`src/rtl/cordic_seq_ctrl_pkg.sv`:
```
// Shared types and constants for the CORDIC chain sequencer: widths, folded-angle
// thresholds (degrees scaled by 2^FRAC_BITS), FSM states and sign-magnitude helpers.
package cordic_seq_ctrl_pkg;

    localparam int DATA_WIDTH  = 20;
    localparam int PHI_WIDTH   = 22;
    localparam int FRAC_BITS   = 12;
    localparam int N_STAGES    = 14;
    localparam int TIMEOUT_CYC = 15;

    localparam logic [DATA_WIDTH-1:0] X0_INIT = DATA_WIDTH'(159188);

    localparam logic [PHI_WIDTH-1:0] ANG_90  = PHI_WIDTH'(90  << FRAC_BITS);
    localparam logic [PHI_WIDTH-1:0] ANG_180 = PHI_WIDTH'(180 << FRAC_BITS);
    localparam logic [PHI_WIDTH-1:0] ANG_270 = PHI_WIDTH'(270 << FRAC_BITS);
    localparam logic [PHI_WIDTH-1:0] ANG_360 = PHI_WIDTH'(360 << FRAC_BITS);

    typedef logic [DATA_WIDTH-1:0] sm_t;

    typedef enum logic [2:0] {
        ST_IDLE,
        ST_CLEAR,
        ST_RUN,
        ST_WAIT,
        ST_DONE
    } state_t;

    // A zero magnitude is always reported with a positive sign.
    function automatic sm_t sm_norm(input sm_t v);
        return (v[DATA_WIDTH-2:0] == '0) ? '0 : v;
    endfunction

    function automatic sm_t sm_neg(input sm_t v);
        return (v[DATA_WIDTH-2:0] == '0) ? '0 : {~v[DATA_WIDTH-1], v[DATA_WIDTH-2:0]};
    endfunction

endpackage

```
`src/rtl/cordic_seq_ctrl_if.sv`:
```
// Request/result handshake bundle between a client (master) and the sequencer (slave).
interface cordic_seq_ctrl_if
    import cordic_seq_ctrl_pkg::*;
();
    logic                  start_valid;
    logic                  start_ready;
    logic [PHI_WIDTH-1:0]  angle_in;
    logic                  res_valid;
    logic                  res_ready;
    logic [DATA_WIDTH-1:0] cos_out;
    logic [DATA_WIDTH-1:0] sin_out;

    modport master (
        output start_valid, angle_in, res_ready,
        input  start_ready, res_valid, cos_out, sin_out
    );

    modport slave (
        input  start_valid, angle_in, res_ready,
        output start_ready, res_valid, cos_out, sin_out
    );
endinterface

```
`src/rtl/cordic_seq_ctrl_quad_fix.sv`:
```
// Combinational quarter fix-up: maps first-quadrant chain X/Y back to cos/sin of the
// full angle using sign-magnitude negation (MSB flip, never -0).
module cordic_seq_ctrl_quad_fix
    import cordic_seq_ctrl_pkg::*;
(
    input  logic [1:0] i_quarter,
    input  sm_t        i_x,
    input  sm_t        i_y,
    output sm_t        o_cos,
    output sm_t        o_sin
);
    always_comb begin
        o_cos = sm_norm(i_x);
        o_sin = sm_norm(i_y);
        case (i_quarter)
            2'd1: begin
                o_cos = sm_neg(i_y);
                o_sin = sm_norm(i_x);
            end
            2'd2: begin
                o_cos = sm_neg(i_x);
                o_sin = sm_neg(i_y);
            end
            2'd3: begin
                o_cos = sm_norm(i_y);
                o_sin = sm_neg(i_x);
            end
            default: ;
        endcase
    end
endmodule

```
`src/rtl/cordic_seq_ctrl.sv`:
```
// Sequences a one-hot enable wave through the CORDIC chain; result valid N_STAGES+2 edges after accept,
// held until res_ready. CORDIC_SEQ_TIMEOUT_EN adds a WAIT watchdog that ends the op with err=1.
module cordic_seq_ctrl
    import cordic_seq_ctrl_pkg::*;
(
    input  logic                  clk,
    input  logic                  rst_n,
    cordic_seq_ctrl_if.slave      host,
    output logic                  stage_rst_step,
    output logic [N_STAGES-1:0]   stage_en,
    output logic [DATA_WIDTH-1:0] x0,
    output logic [DATA_WIDTH-1:0] y0,
    output logic [PHI_WIDTH-1:0]  phi0,
    output logic [1:0]            quarter,
    input  logic                  chain_done,
    input  logic [DATA_WIDTH-1:0] x_chain,
    input  logic [DATA_WIDTH-1:0] y_chain,
    output logic                  busy,
    output logic                  err
);
    localparam logic [3:0] STEP_LAST = 4'(N_STAGES - 1);

    state_t                r_state;
    logic [3:0]            r_step;
    logic [N_STAGES-1:0]   r_stage_en;
    logic                  r_rst_step;
    logic                  r_res_vld;
    sm_t                   r_cos;
    sm_t                   r_sin;
    logic [PHI_WIDTH-1:0]  r_phi0;
    logic [1:0]            r_quarter;

    logic [PHI_WIDTH-1:0]  w_ang;
    logic [PHI_WIDTH-1:0]  w_phi;
    logic [1:0]            w_quarter;
    sm_t                   w_cos;
    sm_t                   w_sin;

    // Fold [0,720) into [0,360), then split into quarter and a first-quadrant residual.
    always_comb begin
        w_ang = (host.angle_in >= ANG_360) ? host.angle_in - ANG_360 : host.angle_in;
        w_quarter = 2'd0;
        w_phi     = w_ang;
        if (w_ang >= ANG_270) begin
            w_quarter = 2'd3;
            w_phi     = w_ang - ANG_270;
        end else if (w_ang >= ANG_180) begin
            w_quarter = 2'd2;
            w_phi     = w_ang - ANG_180;
        end else if (w_ang >= ANG_90) begin
            w_quarter = 2'd1;
            w_phi     = w_ang - ANG_90;
        end
    end

    cordic_seq_ctrl_quad_fix u_quad_fix (
        .i_quarter (r_quarter),
        .i_x       (x_chain),
        .i_y       (y_chain),
        .o_cos     (w_cos),
        .o_sin     (w_sin)
    );

`ifdef CORDIC_SEQ_TIMEOUT_EN
    localparam logic [3:0] WAIT_LAST = 4'(TIMEOUT_CYC - 1);
    logic [3:0] r_wait_cnt;
    logic       r_err;
    logic       w_timeout;

    assign w_timeout = (r_state == ST_WAIT) && !chain_done && (r_wait_cnt == WAIT_LAST);

    always_ff @(posedge clk or negedge rst_n) begin
        if (!rst_n) begin
            r_wait_cnt <= '0;
            r_err      <= 1'b0;
        end else begin
            if (r_state == ST_IDLE && host.start_valid) r_err <= 1'b0;
            else if (w_timeout)                         r_err <= 1'b1;
            r_wait_cnt <= (r_state == ST_WAIT) ? r_wait_cnt + 4'd1 : '0;
        end
    end

    assign err = r_err;
`else
    logic w_timeout;
    assign w_timeout = 1'b0;
    assign err       = 1'b0;
`endif

    always_ff @(posedge clk or negedge rst_n) begin
        if (!rst_n) begin
            r_state    <= ST_IDLE;
            r_step     <= '0;
            r_stage_en <= '0;
            r_rst_step <= 1'b0;
            r_res_vld  <= 1'b0;
            r_cos      <= '0;
            r_sin      <= '0;
            r_phi0     <= '0;
            r_quarter  <= '0;
        end else begin
            case (r_state)
                ST_IDLE: if (host.start_valid) begin
                    r_phi0     <= w_phi;
                    r_quarter  <= w_quarter;
                    r_rst_step <= 1'b1;
                    r_state    <= ST_CLEAR;
                end
                ST_CLEAR: begin
                    r_rst_step <= 1'b0;
                    r_stage_en <= N_STAGES'(1);
                    r_step     <= '0;
                    r_state    <= ST_RUN;
                end
                ST_RUN: if (r_step == STEP_LAST) begin
                    r_stage_en <= '0;
                    r_state    <= ST_WAIT;
                end else begin
                    r_stage_en <= r_stage_en << 1;
                    r_step     <= r_step + 4'd1;
                end
                ST_WAIT: if (chain_done) begin
                    r_cos     <= w_cos;
                    r_sin     <= w_sin;
                    r_res_vld <= 1'b1;
                    r_state   <= ST_DONE;
                end else if (w_timeout) begin
                    r_cos     <= '0;
                    r_sin     <= '0;
                    r_res_vld <= 1'b1;
                    r_state   <= ST_DONE;
                end
                ST_DONE: if (host.res_ready) begin
                    r_res_vld <= 1'b0;
                    r_state   <= ST_IDLE;
                end
                default: r_state <= ST_IDLE;
            endcase
        end
    end

    assign host.start_ready = (r_state == ST_IDLE);
    assign host.res_valid   = r_res_vld;
    assign host.cos_out     = r_cos;
    assign host.sin_out     = r_sin;
    assign busy             = (r_state != ST_IDLE);
    assign stage_rst_step   = r_rst_step;
    assign stage_en         = r_stage_en;
    assign phi0             = r_phi0;
    assign quarter          = r_quarter;
    assign x0               = X0_INIT;
    assign y0               = '0;
endmodule

```
`src/flat_wrapper.sv`:
```
// flat-port wrapper written by rule: the top's interface ports become plain ports
module cordic_seq_ctrl_flat import cordic_seq_ctrl_pkg::*;
  (clk, rst_n, stage_rst_step, stage_en, x0, y0, phi0, quarter, chain_done, x_chain, y_chain, busy, err, host_start_valid, host_angle_in, host_res_ready, host_start_ready, host_res_valid, host_cos_out, host_sin_out);
  cordic_seq_ctrl_if host_i ();
  input  logic clk;
  input  logic rst_n;
  output logic stage_rst_step;
  output logic [N_STAGES-1:0] stage_en;
  output logic [DATA_WIDTH-1:0] x0;
  output logic [DATA_WIDTH-1:0] y0;
  output logic [PHI_WIDTH-1:0] phi0;
  output logic [1:0] quarter;
  input  logic chain_done;
  input  logic [DATA_WIDTH-1:0] x_chain;
  input  logic [DATA_WIDTH-1:0] y_chain;
  output logic busy;
  output logic err;
  input wire logic [$bits(host_i.start_valid)-1:0] host_start_valid;
  input wire logic [$bits(host_i.angle_in)-1:0] host_angle_in;
  input wire logic [$bits(host_i.res_ready)-1:0] host_res_ready;
  output wire logic [$bits(host_i.start_ready)-1:0] host_start_ready;
  output wire logic [$bits(host_i.res_valid)-1:0] host_res_valid;
  output wire logic [$bits(host_i.cos_out)-1:0] host_cos_out;
  output wire logic [$bits(host_i.sin_out)-1:0] host_sin_out;
  assign host_i.start_valid = host_start_valid;
  assign host_i.angle_in = host_angle_in;
  assign host_i.res_ready = host_res_ready;
  assign host_start_ready = host_i.start_ready;
  assign host_res_valid = host_i.res_valid;
  assign host_cos_out = host_i.cos_out;
  assign host_sin_out = host_i.sin_out;
  cordic_seq_ctrl u_core (.clk(clk), .rst_n(rst_n), .host(host_i), .stage_rst_step(stage_rst_step), .stage_en(stage_en), .x0(x0), .y0(y0), .phi0(phi0), .quarter(quarter), .chain_done(chain_done), .x_chain(x_chain), .y_chain(y_chain), .busy(busy), .err(err));
endmodule
```
`config.mk`:
```
export PLATFORM = sky130hd
export DESIGN_NAME = cordic_seq_ctrl_flat
export DESIGN_NICKNAME = d
export VERILOG_FILES = /design/src/rtl/cordic_seq_ctrl_pkg.sv /design/src/rtl/cordic_seq_ctrl_if.sv /design/src/rtl/cordic_seq_ctrl_quad_fix.sv /design/src/rtl/cordic_seq_ctrl.sv /design/src/flat_wrapper.sv
export SDC_FILE = /design/constraint.sdc
export NUM_CORES = 1
export LEC_CHECK = 0
export ABC_CLOCK_PERIOD_IN_PS = 4300
export BUFFER_PORTS_ARGS = -buffer_cell sky130_fd_sc_hd__buf_2
export CAP_MARGIN = 20
export CORE_MARGIN = 2
export CORE_UTILIZATION = 30
export DETAILED_ROUTE_END_ITERATION = 10
export GPL_TIMING_DRIVEN = 0
export HOLD_SLACK_MARGIN = 0.15
export MAX_ROUTING_LAYER = met4
export SYNTH_ARGS = -nofsm -noshare
export SYNTH_HDL_FRONTEND = slang
export SYNTH_SLANG_ARGS = --single-unit
```
`constraint.sdc`:
```
create_clock -name clk -period 4.3 [get_ports clk]
set_input_delay 0 -clock clk [delete_from_list [all_inputs] [get_ports clk]]
set_output_delay 0 -clock clk [all_outputs]
set_load 0.005 [all_outputs]
```
==> results of run 1 <==
report_power, final:
part / internal, W / total (W) / switching (W) / leakage (nW)
clock network: 0.000523 / 0.000843 / 0.000320 / 0.149
logic: 0.000853 / 0.00178 / 0.000924 / 2.42
registers: 0.00118 / 0.00138 / 0.000199 / 1.10
timing repair:
action | in CTS | in global routing
hold endpoints to repair | 144 | 0
buffers inserted | 0 | 0
hold buffers | 75 | 0
registers in the layout, indices dropped and copies added, names as in the netlist:
signal / cells
u_core.phi0: 22
u_core.host.cos_out: 20
u_core.host.sin_out: 20
u_core.stage_en: 14
u_core.r_step: 4
u_core.r_state: 3
u_core.quarter: 2
u_core.host.res_valid: 1
u_core.stage_rst_step: 1
cell families (layout without fill, tap and decap cells):
kind of cell    Yosys count  after routing  share of synthesized area (%)
simple gates            150            150                           14.5
compound gates          136            136                           18.7
buf+inv                  91            328                           10.5
flops                    87             87                           41.1
mux                      59             59                           11.9
fa+ha+maj                10             10                           2.36
xor+xnor                  5              5                          0.826
other cells               2             41                          0.142
worst max path at each step:
stage | startpoint | end | depth (start not counted)
floorplan | host_angle_in[15] | u_core.phi0[17] | 14
global placement | host_angle_in[16] | u_core.phi0[21] | 14
detailed placement | host_angle_in[16] | u_core.phi0[19] | 14
CTS | host_angle_in[16] | u_core.phi0[19] | 14
global route | host_angle_in[16] | u_core.phi0[19] | 14
finish | host_angle_in[16] | u_core.phi0[19] | 14
through the flow:
step	setup WS, ps	cells	hold WS [ps]	utilization (%)	power (W)
finish	1390	1041	178	43.7	0.00400
global route	1110	1041	216	43.7	0.00431
CTS	1390	1040	155	43.7	0.00403
detailed placement	1050	950	21.6	37.5	0.00306
global placement	1040	949	218	37.3	0.00303
floorplan	1490	579	-296	-	0.00238
cell type report:
type	count	area, um^2	area share (%)
clock inverters	3	67.6	0.894
plain buffers	74	495	6.56
clock buffers	12	246	3.26
flip-flops and latches	87	2180	28.8
repair buffers	222	1510	20.0
well taps	225	282	3.73
inverters	17	63.8	0.845
multi-input cells	401	2710	35.9
cell usage after synthesis, drive strengths merged, types with 3 or more instances:
cell,n,area [um^2]
mux2i,44,440
a21oi,16,98.9
inv,17,63.8
a311oi,3,50.1
o21a,4,30.0
or4,5,45.0
mux2,13,146
o211ai,4,35.0
nor3,6,35.0
nor3b,4,30.0
or3,4,26.3
a31oi,3,18.8
dfrtp,87,2180
nand2,74,283
ha,10,125
nor4,13,87.6
xor2,3,26.3
buf,51,389
a221oi,3,61.3
o31ai,7,57.6
clkbuf,23,106
a211oi,7,52.6
nor2,22,85.1
a22o,14,124
o41ai,4,42.6
o21ai,57,289
nand3,4,20.0
worst reg2reg max path: stages, from the launching register on:
cell           delay, ps
dfrtp_1              340
clkbuf_1             180
clkbuf_1             640
mux2i_1              260
dlygate4sd3_1        580
o21ai_0               90
metal layers:
metal / GRT usage (%) / routed length, um / share of wire (%)
met5: - / 0 / 0
met2: 26.7 / 7420 / 48
met4: 9.11 / 656 / 4.2
met3: 2.56 / 661 / 4.3
met1: 20.5 / 6780 / 44
==> key figures, run 1 <==
Status
  – Status: finished clean

Power
  – Leakage: 3.66 nW
  – Worst vdd ir: 0.305 mV
  – Pwr/cell area: 529 mW/mm^2

Critical path
  – Slowest Stage Delay on Critical Path: 530 ps
  – Reg2Reg Depth: 5
  – CP endpoint kind: flop
  – WP data arrival: 3170 ps
  – Startpoint Class: primary input
  – Worst r2r src: u_core.quarter[0]
  – Cell mode on critical path: a211o_1
  – Worst-path cell chain: buf_2, o211ai_2, a211oi_1, nor3_2, inv_1, ha_1, or4b_1, or4_1, a21oi_2, a221oi_4, o41ai_1, a211o_1, a211o_1, o211ai_1
  – Critical Path RT: 4550 ps
  – Crit-path leading delay family: compound AO/OA/AOI/OAI gates
  – Crit path buffers/inverters: 2
  – Reg-to-Reg End: u_core.host.sin_out[4]
  – R2r setup slk: 2090 ps
  – CP max-delay cell: nor3_2
  – Worst-path maximum fanout: 8
  – Worst setup path class: in -> reg

Die
  – I/O pin count: 190
  – Core area: 0.0173 mm^2
  – Die span in y: 137 um
  – Die area: 0.0188 mm^2
  – Std-Cell Rows: 48
  – Die Span X: 137 um
  – Starting Density: 30.7%

Logic synthesis
  – Post-synth top flop: dfrtp_1
  – Sequential area share after synthesis: 41.1%
  – Flops & latches, synth: 87
  – FFs w/ async S/R, synth: 100%
  – Mapped Cells: 540
  – Yosys cell types: 78
  – Post-synth EDFFs: 0
  – Cell Area, Synth: 0.00530 mm^2
  – Synthesized area per cell: 9.82 um^2
  – YS warnings: 0

CTS
  – Maximum buffer depth of the clock tree: 2
  – Post-CTS sizing: 0
  – Clk Latency, worst-skew pair: 340 ps
  – Clock net sink count: 87
  – CTS Root Cell: clkbuf_16
  – Clock Pin Slew Worst Setup and Hold Paths: 60 ps
  – Num CTS Buffers: 9
  – CTS tree: done
  – H-Tree Depth: 3

Layout
  – Final #Nets: 889
  – Finished Cell Area: 0.00756 mm^2
  – Area Growth Syn to Fin: 42.5%
  – Diodes inserted: 0
  – Share of post-route cells with drive strength above 1: 31.3%
  – Most frequent cells in the layout: 147 x buf_2, 87 x dfrtp_1, 75 x dlygate4sd3_1
  – FILL cells: 1719
  – Commonest non-fill, non-tap cell in the layout: buf_2

Worst hold path
  – Worst min path class: in -> reg
  – WHS Endpoint: u_core.host.cos_out[19]
  – Hold Path Depth: 4
  – Hold Startpoint: y_chain[19]

Place
  – Dpl cell area: 0.00649 mm^2
  – I/O Buffers: 145
  – Final HPWL DP: 11000 um
  – Routability-driven placement congestion ratio: 0.879

Global route
  – Vias in the first global route: 4783
  – GRT overflow: 0
  – Antenna violations before repair: 0
  – Largest net degree at the start of global routing: 49
  – All-Layer GR Usage: 16.8%
  – First-pass GRT wire length: 24100 um

Timing
  – Finish-stage setup viols: 0
  – Slew @ Worst Pin: 860 ps
  – Final Max Slew Viols: 0
  – Post-route minimum period: 2910 ps
  – Setup TNS: 0 ps
  – Slew HR: 42.2%
  – Fin Clk Skew: 6.55 ps
  – Fin crit share: 67.8%
  – Final hold vios: 0
  – RSZ-0062 raised after global routing: no
  – Fmax achieved: 0.343 GHz

Route
  – Iter 0 DRT Violations: 259
  – Pre-Repair DR Iteration Count: 5
  – Post-route ant nets: 0
  – DR vias/cell: 4.79
  – Via count: 4983
  – Remaining DRCs: 0
  – Detailed Route WL: 15500 um
  – DR WL/cell: 14.9 um

Flow run
  – Max cap viols: 0
(Power assumes the default switching activity.)
==> inputs of run 2 (changes only) <==
Settings changed: ABC_AREA set to 1, ABC_CLOCK_PERIOD_IN_PS 4300 to 2600.
Clock period 4.3 ns to 2.6 ns, I/O delays scaled along.
==> key figures, run 2 <==
Critical path
  – CP max-delay cell: dlygate4sd3_1
  – Startpoint Class: primary input
  – Slowest Stage Delay on Critical Path: 570 ps (+40 ps)
  – WP data arrival: 2610 ps (-560 ps)
  – CP endpoint kind: flop
  – Critical Path RT: 2840 ps (-1710 ps)
  – Reg2Reg Depth: 7 (+2)
  – Worst setup path class: in -> reg
  – Worst-path maximum fanout: 3 (-5)
  – Worst-path cell chain: dlygate4sd3_1, buf_2, nor4_1, nand3_1, nand3b_1, nor2b_1, nand2_1, nand2_1, a21oi_1, o21ai_0, dlygate4sd3_1, nand2_1, nand2_1
  – Cell mode on critical path: nand2_1

Logic synthesis
  – Most frequent cell after synthesis: nand2_1
  – Cell taking the most area after synthesis: dfrtp_1
  – Yosys cell types: 42 (-46%)
  – Synthesized area per cell: 7.50 um^2 (-24%)
  – YS warnings: 0 (unchanged)
  – Post-Synth Adder-Cell Area: 2.42% (+0.062 points)
  – Yosys top cell area share: 42.1% (+1.1 points)
  – Cell Area, Synth: 0.00517 mm^2 (-2.6%)
  – Sequential area share after synthesis: 42.1% (+1.1 points)
  – Flops & latches, synth: 87 (unchanged)
  – Proportion of synthesized area in mux cells: 0% (-12 points)
  – Post-synth top flop: dfrtp_1
  – Post-synth EDFFs: 0 (unchanged)
  – Compound-gate portion of the synthesized area: 13.4% (-5.3 points)
  – Top cells by area, synth: dfrtp_1 42%, nand2_1 13%, o21ai_0 9.3%
  – Commonest cells post-synth: 178 x nand2_1, 96 x o21ai_0, 87 x dfrtp_1
  – Largest family of logic cells by synthesized area: simple AND/OR/NAND/NOR gates
  – FFs w/ async S/R, synth: 100% (unchanged)
  – Synth Area in Simple Gates: 27.7% (+13 points)
  – Mapped Cells: 689 (+28%)
  – Post-synthesis xor/xnor area fraction: 1.86% (+1.0 points)

Status
  – Status: finished clean

Global route
  – Vias in the first global route: 5025 (+5.1%)
  – First-pass GRT wire length: 24900 um (+3.2%)
  – All-Layer GR Usage: 17.6% (+0.77 points)
  – Antenna violations before repair: 0 (unchanged)
  – GRT overflow: 0 (unchanged)
  – Largest net degree at the start of global routing: 50 (+2.0%)

Die
  – Die area: 0.0183 mm^2 (-2.5%)
  – Starting Density: 30.9% (+0.28 points)
  – Std-Cell Rows: 47 (-2.1%)
  – Die span in y: 135 um (-1.3%)
  – Core area: 0.0167 mm^2 (-3.4%)
  – Die Span X: 135 um (-1.3%)
  – I/O pin count: 190 (unchanged)

Layout
  – Final Util: 45.0% (+1.3 points)
  – Area Growth Syn to Fin: 45.4%
  – Reg area: 0.00218 mm^2 (unchanged)
  – FILL cells: 1711 (-0.47%)
  – Final #Nets: 1044 (+17%)
  – Max reg flops: 22 (unchanged)
  – Area of the multi-input gates: 0.00249 mm^2 (-8.0%)
  – Commonest non-fill, non-tap cell in the layout: nand2_1
  – Share of post-route cells with drive strength above 1: 24.8% (-6.5 points)
  – Most frequent cells in the layout: 178 x nand2_1, 148 x buf_2, 96 x o21ai_0
  – Finished Cell Area: 0.00751 mm^2 (-0.56%)

Route
  – DR vias/cell: 4.58 (-4.4%)
  – Pre-Repair DR Iteration Count: 7 (+2)
  – Post-route ant nets: 0 (unchanged)
  – Via count: 5460 (+9.6%)
  – Iter 0 DRT Violations: 312 (+20%)
  – Remaining DRCs: 0 (unchanged)
  – DR WL/cell: 13.2 um (-11%)
  – Detailed Route WL: 15800 um (+1.8%)

Timing
  – Final Max Slew Viols: 0 (unchanged)
  – Slew HR: 62.2% (+20 points)
  – Slew @ Worst Pin: 567 ps (-293 ps)
  – Fmax achieved: 0.421 GHz
  – Fin crit share: 91.3%
  – WHS: 182 ps (+3.96 ps)
  – Finish-stage setup viols: 0 (unchanged)
  – Post-route minimum period: 2370 ps
  – Setup TNS: 0 ps (unchanged)
  – RSZ-0062 raised after global routing: no
  – Final hold vios: 0 (unchanged)
  – Fin Clk Skew: 6.89 ps (+0.334 ps)

CTS
  – Clock Pin Slew Worst Setup and Hold Paths: 70 ps (about the same)
  – H-Tree Depth: 3 (unchanged)
  – CTS Root Cell: clkbuf_16
  – Clock net sink count: 87 (unchanged)
  – Clk Latency, worst-skew pair: 350 ps (about the same)
  – CTS tree: done
  – Maximum buffer depth of the clock tree: 2 (unchanged)
  – Num CTS Buffers: 9 (unchanged)

Power
  – Leakage: 3.95 nW (+7.7%)
  – Pwr/cell area: 911 mW/mm^2 (+72%)
  – PnR Total Power: 0.00684 W (+71%)
  – Worst vdd ir: 0.380 mV (+25%)

Place
  – Final HPWL DP: 11200 um (+1.9%)
  – Dpl cell area: 0.00635 mm^2 (-2.0%)
  – Routability-driven placement congestion ratio: 0.856 (-2.6%)
  – I/O Buffers: 147 (+1.4%)

Worst hold path
  – Worst min path class: in -> async

Flow run
  – Max cap viols: 0 (unchanged)
run 2: cell count changes after synthesis, moves of 7 or more:
cell / change
a22o_1: -13
inv_1: +37
mux2_2: -13
mux2i_1: -44
nand2_1: +106
nand3_1: +31
nand4_1: +7
nor2_1: +38
o21ai_0: +45
o22ai_1: +12
run 2: routing by layer:
layer,up-vias,track usage [%],routed length [um]
li1,2727,-,-
met4,0,7.29,352
met5,-,-,0
met2,196,28.7,7700
met3,25,1.87,853
met1,2512,22.3,6900
run 2: kinds of logic after synthesis:
family                   after synthesis
AO/OA/AOI/OAI                        128
XOR/XNOR                              11
adder cells (fa/ha/maj)               10
buffers and inverters                126
flip-flops                            87
other                                  2
AND/OR/NAND/NOR                      325
run 2: per-stage QoR:
| stage | instances | worst slack [ps] |
|---|---|---|
| 2_1_floorplan | 728 | 621 |
| 3_3_place_gp | 1095 | 177 |
| 3_5_place_dp | 1096 | 116 |
| 4_1_cts | 1192 | 118 |
| 5_1_grt | 1192 | 58.7 |
| 6_report | 1193 | 226 |
run 2: layout make-up:
cell class	count	area share, %
Timing Repair Buffer	228	20.8
Sequential cell	87	29.0
Antenna cell	1	0.0333
Inverter	58	2.90
Tap cell	220	3.66
Buffer	68	5.70
Clock buffer	9	3.00
Multi-Input combinational cell	515	33.2
Clock inverter	7	1.68
run 2: where the power goes:
| group | total [W] | switching, W | internal, W |
|---|---|---|---|
| clock | 0.00154 | 0.000590 | 0.000953 |
| sequential | 0.00228 | 0.000338 | 0.00194 |
| combinational | 0.00302 | 0.00169 | 0.00133 |
| total | 0.00684 | 0.00261 | 0.00423 |
run 2: what timing repair did:
action | in CTS | in global routing
gates resized for setup | 0 | 8
endpoints found under the hold margin | 146 | 0
buffers inserted | 0 | 0
endpoints found under the setup margin | 0 | 11
hold buffers | 80 | 0
run 2: worst max-delay path, delay by kind of cell:
| family | cells | cell delay (ps) |
|---|---|---|
| AND/OR/NAND/NOR | 8 | 1160 |
| buffers and inverters | 3 | 1240 |
| AO/OA/AOI/OAI | 2 | 190 |
run 2: path summary, 6_finish.rpt:
path / startpoint / endpoint / slack [ps]
worst max register to register: u_core.r_state[2] / u_core.host.cos_out[4] / 270
worst min register to register: u_core.host.res_valid / u_core.host.res_valid / 480
worst min-delay path: rst_n / u_core.stage_en[5] / 180
max in group asynchronous: rst_n / u_core.phi0[13] / 1770
min in group clk: host_angle_in[18] / u_core.phi0[18] / 280
worst max-delay path: y_chain[16] / u_core.host.sin_out[19] / 230
